`config.mk`:
```
export PLATFORM = sky130hd
export DESIGN_NAME = dbus_access_flat
export DESIGN_NICKNAME = d
export VERILOG_FILES = /design/src/rtl/dbus_access_if.sv /design/src/rtl/dbus_access.sv /design/src/flat_wrapper.sv
export SDC_FILE = /design/constraint.sdc
export NUM_CORES = 1
export LEC_CHECK = 0
export BUFFER_PORTS_ARGS = -buffer_cell sky130_fd_sc_hd__buf_2
export CAP_MARGIN = 20
export CORE_AREA = 2 2 105 107
export CTS_CLUSTER_DIAMETER = 50
export DETAILED_ROUTE_END_ITERATION = 7
export DIE_AREA = 0 0 107 109
export PLACE_DENSITY = 0.78
export SYNTH_ARGS = -nofsm -noshare
export SYNTH_HDL_FRONTEND = slang
export SYNTH_SLANG_ARGS = --single-unit
```
`constraint.sdc`:
```
create_clock -name clk -period 2 [get_ports clk]
set_clock_uncertainty 0.1 [all_clocks]
set_input_delay 0 -clock clk [delete_from_list [all_inputs] [get_ports clk]]
set_output_delay 0 -clock clk [all_outputs]
set_load 0.05 [all_outputs]
```
`src/rtl/dbus_access_if.sv`:
```
// Memory-stage request, data-bus request/response and load-result signals of dbus_access.
// The master modport is the access unit's view; slave is the pipeline/memory side.
interface dbus_access_if;
  logic        req_valid;
  logic        req_load;
  logic        req_store;
  logic [1:0]  req_size;
  logic        req_unsigned;
  logic [31:0] req_addr;
  logic [31:0] req_wdata;

  logic        dreq_valid;
  logic [31:0] dreq_addr;
  logic [3:0]  dreq_strobe;
  logic [31:0] dreq_data;
  logic [1:0]  dreq_size;

  logic        dresp_addr_ok;
  logic        dresp_data_ok;
  logic [31:0] dresp_data;

  logic [31:0] m_data;
  logic        stall;
  logic        done;
  logic        misalign;

  modport master (
    input  req_valid, req_load, req_store, req_size, req_unsigned, req_addr, req_wdata,
    input  dresp_addr_ok, dresp_data_ok, dresp_data,
    output dreq_valid, dreq_addr, dreq_strobe, dreq_data, dreq_size,
    output m_data, stall, done, misalign
  );

  modport slave (
    output req_valid, req_load, req_store, req_size, req_unsigned, req_addr, req_wdata,
    output dresp_addr_ok, dresp_data_ok, dresp_data,
    input  dreq_valid, dreq_addr, dreq_strobe, dreq_data, dreq_size,
    input  m_data, stall, done, misalign
  );
endinterface

```
`src/rtl/dbus_access.sv`:
```
// Memory-stage data-bus access FSM: one load/store at a time, done one cycle after data_ok.
// Optional DBUS_MISALIGN_CHECK_EN traps misaligned half/word accesses without touching the bus.
module dbus_access (
  input  logic          clk,
  input  logic          resetn,
  dbus_access_if.master bus
);
  localparam logic [1:0] IDLE = 2'd0;
  localparam logic [1:0] REQ  = 2'd1;
  localparam logic [1:0] WAIT = 2'd2;
  localparam logic [1:0] DONE = 2'd3;

  logic [1:0]  state;
  logic [31:0] addr_q;
  logic [3:0]  strobe_q;
  logic [31:0] data_q;
  logic [1:0]  size_q;
  logic        load_q;
  logic        uns_q;
  logic [31:0] m_data_q;
  logic        misalign_q;

  logic        accept;
  logic        misal;
  logic        complete;
  logic [1:0]  size_n;
  logic [3:0]  st_strobe;
  logic [31:0] st_data;
  logic [7:0]  lane_b;
  logic [15:0] lane_h;
  logic [31:0] load_fmt;

  assign accept   = (state == IDLE) && bus.req_valid && (bus.req_load || bus.req_store);
  assign size_n   = (bus.req_size == 2'd3) ? 2'd2 : bus.req_size;
  assign complete = ((state == REQ) && bus.dresp_addr_ok && bus.dresp_data_ok) ||
                    ((state == WAIT) && bus.dresp_data_ok);

`ifdef DBUS_MISALIGN_CHECK_EN
  assign misal = ((size_n == 2'd1) && bus.req_addr[0]) ||
                 ((size_n == 2'd2) && (bus.req_addr[1:0] != 2'd0));
`else
  assign misal = 1'b0;
`endif

  // Store lanes are laid out here so the bus sees memory-lane-aligned data and byte enables.
  always_comb begin
    st_strobe = 4'b1111;
    st_data   = bus.req_wdata;
    case (size_n)
      2'd0: begin
        st_strobe = 4'b0001 << bus.req_addr[1:0];
        st_data   = {4{bus.req_wdata[7:0]}};
      end
      2'd1: begin
        st_strobe = 4'b0011 << {bus.req_addr[1], 1'b0};
        st_data   = {2{bus.req_wdata[15:0]}};
      end
      default: ;
    endcase
  end

  always_comb begin
    lane_b = bus.dresp_data[7:0];
    case (addr_q[1:0])
      2'd1:    lane_b = bus.dresp_data[15:8];
      2'd2:    lane_b = bus.dresp_data[23:16];
      2'd3:    lane_b = bus.dresp_data[31:24];
      default: ;
    endcase
    lane_h   = addr_q[1] ? bus.dresp_data[31:16] : bus.dresp_data[15:0];
    load_fmt = bus.dresp_data;
    case (size_q)
      2'd0:    load_fmt = uns_q ? {24'h0, lane_b} : {{24{lane_b[7]}}, lane_b};
      2'd1:    load_fmt = uns_q ? {16'h0, lane_h} : {{16{lane_h[15]}}, lane_h};
      default: ;
    endcase
  end

  always_ff @(posedge clk) begin
    if (!resetn) begin
      state      <= IDLE;
      addr_q     <= 32'h0;
      strobe_q   <= 4'h0;
      data_q     <= 32'h0;
      size_q     <= 2'd0;
      load_q     <= 1'b0;
      uns_q      <= 1'b0;
      m_data_q   <= 32'h0;
      misalign_q <= 1'b0;
    end else begin
      case (state)
        IDLE: begin
          if (accept) begin
            addr_q     <= bus.req_addr;
            size_q     <= size_n;
            load_q     <= bus.req_load;
            uns_q      <= bus.req_unsigned;
            strobe_q   <= bus.req_store ? st_strobe : 4'h0;
            data_q     <= bus.req_store ? st_data : 32'h0;
            misalign_q <= misal;
            state      <= misal ? DONE : REQ;
          end
        end
        REQ: begin
          if (bus.dresp_addr_ok) state <= bus.dresp_data_ok ? DONE : WAIT;
        end
        WAIT: begin
          if (bus.dresp_data_ok) state <= DONE;
        end
        default: begin
          state      <= IDLE;
          misalign_q <= 1'b0;
        end
      endcase
      if (complete && load_q) m_data_q <= load_fmt;
    end
  end

  assign bus.dreq_valid  = (state == REQ);
  assign bus.dreq_addr   = addr_q;
  assign bus.dreq_strobe = strobe_q;
  assign bus.dreq_data   = data_q;
  assign bus.dreq_size   = size_q;
  assign bus.m_data      = m_data_q;
  assign bus.stall       = accept || (state == REQ) || (state == WAIT);
  assign bus.done        = (state == DONE);
  assign bus.misalign    = misalign_q;
endmodule

```
`src/flat_wrapper.sv`:
```
// flat-port wrapper written by rule: the top's interface ports become plain ports
module dbus_access_flat 
  (clk, resetn, bus_req_valid, bus_req_load, bus_req_store, bus_req_size, bus_req_unsigned, bus_req_addr, bus_req_wdata, bus_dresp_addr_ok, bus_dresp_data_ok, bus_dresp_data, bus_dreq_valid, bus_dreq_addr, bus_dreq_strobe, bus_dreq_data, bus_dreq_size, bus_m_data, bus_stall, bus_done, bus_misalign);
  dbus_access_if bus_i ();
  input  logic clk;
  input  logic resetn;
  input wire logic [$bits(bus_i.req_valid)-1:0] bus_req_valid;
  input wire logic [$bits(bus_i.req_load)-1:0] bus_req_load;
  input wire logic [$bits(bus_i.req_store)-1:0] bus_req_store;
  input wire logic [$bits(bus_i.req_size)-1:0] bus_req_size;
  input wire logic [$bits(bus_i.req_unsigned)-1:0] bus_req_unsigned;
  input wire logic [$bits(bus_i.req_addr)-1:0] bus_req_addr;
  input wire logic [$bits(bus_i.req_wdata)-1:0] bus_req_wdata;
  input wire logic [$bits(bus_i.dresp_addr_ok)-1:0] bus_dresp_addr_ok;
  input wire logic [$bits(bus_i.dresp_data_ok)-1:0] bus_dresp_data_ok;
  input wire logic [$bits(bus_i.dresp_data)-1:0] bus_dresp_data;
  output wire logic [$bits(bus_i.dreq_valid)-1:0] bus_dreq_valid;
  output wire logic [$bits(bus_i.dreq_addr)-1:0] bus_dreq_addr;
  output wire logic [$bits(bus_i.dreq_strobe)-1:0] bus_dreq_strobe;
  output wire logic [$bits(bus_i.dreq_data)-1:0] bus_dreq_data;
  output wire logic [$bits(bus_i.dreq_size)-1:0] bus_dreq_size;
  output wire logic [$bits(bus_i.m_data)-1:0] bus_m_data;
  output wire logic [$bits(bus_i.stall)-1:0] bus_stall;
  output wire logic [$bits(bus_i.done)-1:0] bus_done;
  output wire logic [$bits(bus_i.misalign)-1:0] bus_misalign;
  assign bus_i.req_valid = bus_req_valid;
  assign bus_i.req_load = bus_req_load;
  assign bus_i.req_store = bus_req_store;
  assign bus_i.req_size = bus_req_size;
  assign bus_i.req_unsigned = bus_req_unsigned;
  assign bus_i.req_addr = bus_req_addr;
  assign bus_i.req_wdata = bus_req_wdata;
  assign bus_i.dresp_addr_ok = bus_dresp_addr_ok;
  assign bus_i.dresp_data_ok = bus_dresp_data_ok;
  assign bus_i.dresp_data = bus_dresp_data;
  assign bus_dreq_valid = bus_i.dreq_valid;
  assign bus_dreq_addr = bus_i.dreq_addr;
  assign bus_dreq_strobe = bus_i.dreq_strobe;
  assign bus_dreq_data = bus_i.dreq_data;
  assign bus_dreq_size = bus_i.dreq_size;
  assign bus_m_data = bus_i.m_data;
  assign bus_stall = bus_i.stall;
  assign bus_done = bus_i.done;
  assign bus_misalign = bus_i.misalign;
  dbus_access u_core (.clk(clk), .resetn(resetn), .bus(bus_i));
endmodule
```
==> reports/qor.csv, run 1 <==
metric,value,unit
I/O pin count,212,
placed cell count,882,
drt via density,5.32,
"Cell Count, Final, Fillers Out",997,
"commonest non-fill, non-tap cell in the layout",buf_2,
final setup fails,0,
global placer's final weighted congestion,0.949,
Final Core Density,66.1,%
Synth Warn #,0,
min Tclk post-route,1.88,ns
1st-iter DRT viols,337,
mux contribution to synthesized area,9.54,%
WP data required,1.90,ns
antenna violations before repair,0,
Pleak,0.00322,uW
largest cells by area after synthesis,"dfxtp_1 (46%), mux2i_1 (9.1%), a21oi_1 (8.7%)",
Buf/Inv on CP,2,
Critical Path Slowest Stage Cell,dfxtp_2,
switching pwr,2640,uW
Max Clock Freq,531,MHz
WL/cell,16.7,um
routed vias,5300,
Synth Area in XOR/XNOR,0,%
Seq cells post-synth,106,
GR Overflow Total,0,
Ant. Diodes,0,
clk_lat worst skew,0.38,ns
vias in the first global route,5308,
global-route usage over all layers,27.8,%
cell family with most CP delay,flip-flops,
fill cell count,816,
residual DRC count,0,
simple-gate area share of the yosys netlist,16.0,%
CTS Sinks,106,
"Arr. time, crit path",1.78,ns
endpoint type of the worst setup path,primary output,
# rows,38,
actual slew at the worst max-slew pin,0.680,ns
H-tree levels,3,
RSZ-0062 raised after global routing,no,
Post-Synthesis Cells,562,
Synth top area share,45.7,%
Avg Inst Size Synth,8.26,um^2
max_slew headroom,54.6,%
P per Cell Area,899,mW/mm^2
chip height,109,um
PortBufs,210,
Die X-Extent,107,um
TritonCTS clock tree,built,
VDD IR-drop max,0.000554,V
crit-path cells,inv_1 -> ha_2 -> o211a_4 -> or3_1 -> buf_2,
CTS root buffer,clkbuf_8,
leading area contributor after synthesis,dfxtp_1,
Max Cap Violations,0,
Final Slew Violations,0,
total chip power,6300,uW
nets,964,
adder-cell area share of the yosys netlist,1.35,%
most frequent cells in the layout,"buf_2 (210), dfxtp_1 (104), dlygate4sd3_1 (100), nand2_1 (97), a21oi_1 (81)",
worst hold margin,0.00771,ns
first-pass GRT wire length,25300,um
Final Cycle Share,94.2,%
drt total wl,16600,um
crit-path max FO,7,
Seq pwr share,39.7,%
Synth Cell Area,0.00464,mm^2
clock power share,18.9,%
Final ANT Viol Nets,0,
final setup TNS,0,ns
Core ar.,0.0106,mm^2
CP Class,reg2out,
Final HPWL DP,10500,um
largest family of logic cells by synthesized area,compound AO/OA/AOI/OAI gates,
clock buffer depth,2,
TritonCTS buffer count,9,
Die ar.,0.0117,mm^2
post-synthesis sequential area ratio,45.7,%
Critical Path Start Type,flip-flop,
Initial Util,43.8,%
worst min-delay path class,in2reg,
Compound-Gate Fraction of Synth Area,22.7,%
Cell variety after synth,36,
switching part of the total,42.0,%
CP peak stage delay,0.38,ns
Final Hold Viols,0,
Post-CTS Setup Repair Bufs,0,
largest net degree at the start of global routing,90,
combinational group share of total power,41.3,%
layout cells sized above 1,28.8,%
status,finished clean,
Int Pwr,3660,uW
Area Growth Syn to Fin,51.0,%
clock-pin slew on the worst setup and hold paths,0.09,ns
Synthesized Nets,673,
drt first pass iters,7,
-- metal layers --
layer / vias up / wire length (um) / track usage, %
li1: 2514 / - / -
met1: 2437 / 6470 / 30.4
met2: 294 / 8160 / 49.7
met3: 55 / 1280 / 6.28
met4: 0 / 716 / 15.9
met5: - / 0 / 0
-- worst reg2reg max path: stages (launching register included) --
cell	delay (ns)
dfxtp_2	0.35
inv_1	0.09
ha_2	0.21
a21oi_1	0.11
nor2_4	0.28
buf_4	0.28
mux2i_1	0.21
o21ai_0	0.10
-- cell usage after synthesis (all sizes together) --
master and n:
a211oi 1, a21o 1, a21oi 81, a222oi 1, a22o 7, a22oi 15
a31oi 9, a32oi 1, and2 17, and3 9, buf 13, clkbuf 31
conb 1, dfxtp 106, ha 5, inv 7, mux2 2, mux2i 42
nand2 97, nand2b 3, nand3 1, nand3b 1, nor2 41, nor2b 3
nor3 1, o2111ai 1, o211a 1, o211ai 1, o21ai 53, o21bai 7
o221ai 1, o41a 1, or3 1
-- power by group through the flow --
stage	clock, uW	combinational (uW)	sequential (uW)
2_1_floorplan	0	1030	3250
3_3_place_gp	0	2340	2520
6_report	1190	2600	2500
5_1_grt	1310	2780	2530
4_1_cts	1210	2570	2490
3_5_place_dp	0	2390	2530
-- metrics by stage --
stage                     worst slack, ns  area (um^2)
final                               0.116         7010
after global placement              0.229         5830
after global routing               0.0151         7010
after floorplan                     0.113         4640
after detailed placement           0.0981         5830
after CTS                         0.00260         7010
-- logic make-up (layout without fill, tap and decap cells) --
family                     Yosys count  after routing
adders and majority gates            5              5
and+or+nand+nor                    174            174
buffers and inverters               51            346
AOI/OAI and AO/OA                  181            181
other                                1              1
muxes                               44             44
DFF                                106            106
-- repair_timing --
action,4_1_cts,5_1_grt
setup endpoints to repair,1,7
gates resized for setup,2,2
hold buffers,100,0
endpoints found under the hold margin,98,0
-- worst paths after layout --
kind | startpoint | endpoint | slack (ns) | depth (start not counted)
worst min register to register | u_core.bus.dreq_addr[2] | u_core.bus.dreq_addr[2] | 0.36 | 2
worst max register to register | u_core.state[1] | u_core.bus.m_data[25] | 0.12 | 7
worst min-delay path | bus_dresp_data[24] | u_core.bus.m_data[24] | 0.008 | 4
worst max-delay path | u_core.state[0] | bus_stall | 0.12 | 5
-- layout make-up --
cell class	instances	area, um^2	area share [%]
Sequential cell	106	2120	30.3
Timing Repair Buffer	324	2190	31.3
Inverter	7	26.3	0.375
Multi-Input combinational cell	405	2320	33.2
Clock buffer	13	149	2.12
Tap cell	140	175	2.50
Clock inverter	2	13.8	0.196
-- state kept, by name, summed over array words and instances, names as in the netlist --
signal and cells:
u_core.bus.dreq_addr 32, u_core.bus.dreq_data 32, u_core.bus.m_data 32, u_core.bus.dreq_strobe 4
u_core.bus.dreq_size 2, u_core.state 2, u_core.load_q 1, u_core.uns_q 1
No activity file was read; power rests on OpenSTA's default activity.
==> run 2, diff against run 1 <==
--- a/config.mk
+++ b/config.mk
@@ -5,13 +5,15 @@
 export SDC_FILE = /design/constraint.sdc
 export NUM_CORES = 1
 export LEC_CHECK = 0
+export ABC_AREA = 1
 export BUFFER_PORTS_ARGS = -buffer_cell sky130_fd_sc_hd__buf_2
 export CAP_MARGIN = 20
-export CORE_AREA = 2 2 105 107
+export CORE_AREA = 2 2 93 131
 export CTS_CLUSTER_DIAMETER = 50
 export DETAILED_ROUTE_END_ITERATION = 7
-export DIE_AREA = 0 0 107 109
-export PLACE_DENSITY = 0.78
+export DIE_AREA = 0 0 95 133
+export MAX_ROUTING_LAYER = met4
+export PLACE_DENSITY = 0.77
 export SYNTH_ARGS = -nofsm -noshare
 export SYNTH_HDL_FRONTEND = slang
 export SYNTH_SLANG_ARGS = --single-unit
==> run 2 against run 1 <==
- final area rose by 7.7%
- via count increased by 14%
- clock-buffer cell count shrank 4
- core utilization shrank 0.96 points
==> reports/qor.csv, run 2 <==
metric,value,unit
status,finished clean,
final instance area,0.00755,mm^2
"Arr. time, crit path",1.77,ns
VDD IR-drop max,0.000649,V
Core ar.,0.0116,mm^2
Max Clock Freq,535,MHz
Register-to-Register Path Depth,9,
clk_lat worst skew,0.35,ns
residual DRC count,0,
Final Cycle Share,93.5,%
Area Growth Syn to Fin,48.1,%
drt first pass iters,5,
Die X-Extent,95,um
Initial Util,44.0,%
most frequent cells in the layout,"buf_2 (209), nand2_1 (191), nor2_1 (116), dfxtp_1 (106), dlygate4sd3_1 (100)",
Seq cells post-synth,106,
Storage cell area,0.00212,mm^2
Synth Cell Area,0.00509,mm^2
Synth Warn #,0,
drt total wl,17900,um
TritonCTS buffer count,9,
total chip power,7840,uW
global placer's final weighted congestion,0.913,
Pleak,0.00381,uW
min Tclk post-route,1.87,ns
GR Overflow Total,0,
P per Cell Area,1040,mW/mm^2
Max Cap Violations,0,
"commonest non-fill, non-tap cell in the layout",buf_2,
antenna violations before repair,0,
routed vias,6039,
leading area contributor after synthesis,dfxtp_1,
WL/cell,15.1,um
first-pass GRT wire length,27300,um
Worst Hold Depth,4,
Post-Synthesis Cells,737,
TritonCTS clock tree,built,
endpoint type of the worst setup path,primary output,
Critical Path Start Type,flip-flop,
Final ANT Viol Nets,0,
area occupied by multi-input gates,0.00249,mm^2
nets,1145,
WP data required,1.90,ns
clock-pin slew on the worst setup and hold paths,0.07,ns
"count leader, synth",nand2_1,
Die ar.,0.0126,mm^2
clock buffer depth,2,
final setup fails,0,
Final Hold Viols,0,
commonest cells in the synthesized netlist,"nand2_1 (191), nor2_1 (116), dfxtp_1 (106)",
final setup TNS,0,ns
Synthesized Nets,848,
fill cell count,939,
H-tree levels,3,
worst min-delay path class,in2reg,
# rows,47,
largest net degree at the start of global routing,40,
post-synthesis sequential area ratio,41.7,%
RSZ-0062 raised after global routing,no,
chip height,133,um
post-placement cell area,0.00621,mm^2
Cell variety after synth,28,
CTS root buffer,clkbuf_16,
I/O pin count,212,
Final HPWL DP,11100,um
"Primary FF master, synth",dfxtp_1,
Synth async-reset ratio,0,%
Ant. Diodes,0,
drt via density,5.09,
global-route usage over all layers,28.2,%
crit-path max FO,35,
PortBufs,210,
largest cells by area after synthesis,"dfxtp_1 (42%), nand2_1 (14%), nor2_1 (8.5%)",
Avg Inst Size Synth,6.91,um^2
layout cells sized above 1,28.0,%
1st-iter DRT viols,345,
CTS Sinks,106,
CP Class,reg2out,
vias in the first global route,5851,
Final Slew Violations,0,
number of synthesized flops with an enable pin,0,
Synth top area share,41.7,%
run 2: cell types whose count changed after synthesis, sizes merged, moves of 17 or more:
cell   before  now
inv         7   56
nor2       41  121
mux2i      42    0
and2       17    0
nand2      97  193
nand3       1   47
run 2: logic make-up after synthesis:
group	after synthesis	synth area share [%]
fa+ha+maj	5	1.23
buf+inv	101	9.53
flops	106	41.7
compound gates	154	16.4
other cells	1	0.0736
simple gates	370	31.1
run 2: stage by stage:
stage,hold WS [ns],instances,util [%],setup WS [ns]
finish,0.0188,1186,65.1,0.130
global route,0.0474,1186,65.1,0.0233
CTS,0.00292,1183,64.7,0.111
detailed placement,0.129,1067,53.6,0.0905
global placement,0.119,1067,53.6,0.166
floorplan,0.0349,737,-,0.0486
run 2: final timing paths:
kind	to	from	slack, ns
worst min register to register	u_core.bus.dreq_data[3]	u_core.bus.dreq_data[3]	0.36
worst max-delay path	bus_stall	u_core.state[0]	0.13
worst max register to register	u_core.bus.m_data[11]	u_core.state[1]	0.24
worst min-delay path	u_core.bus.dreq_data[8]	bus_req_size[1]	0.02
run 2: layout make-up:
cell class / instances / share of cell area [%]
clock inverters: 7 / 0.779
well taps: 147 / 2.44
clock buffers: 9 / 2.98
repair buffers: 330 / 29.7
inverters: 57 / 2.92
multi-input cells: 530 / 33.0
flip-flops and latches: 106 / 28.1
run 2: critical path: stages, from the launching register on:
cell and delay, ns:
dfxtp_1 0.31, inv_1 0.08, ha_1 0.21, nand2_1 0.10, nor2_2 0.23, inv_6 0.16
nand3_1 0.10, clkbuf_4 0.23
run 2: timing repair:
item                       CTS  global route
hold endpoints to repair   100             0
pin swaps                    0             1
buffers inserted             0             3
cloned                       0             0
gates resized for setup      1             3
hold buffers               100             0
setup endpoints to repair    1            16
run 2: report_power, final:
part	internal (uW)	switching, uW
clock	871	859
sequential	2420	177
combinational	991	2520
run 2: routing by layer:
layer  vias to the layer above  GRT usage (%)  wire length (um)
met5                         -              -                 0
met4                         0           15.5               826
met3                        67           3.82              1120
met2                       316           49.5              9220
met1                      2726           29.8              6740
li1                       2930              -                 -
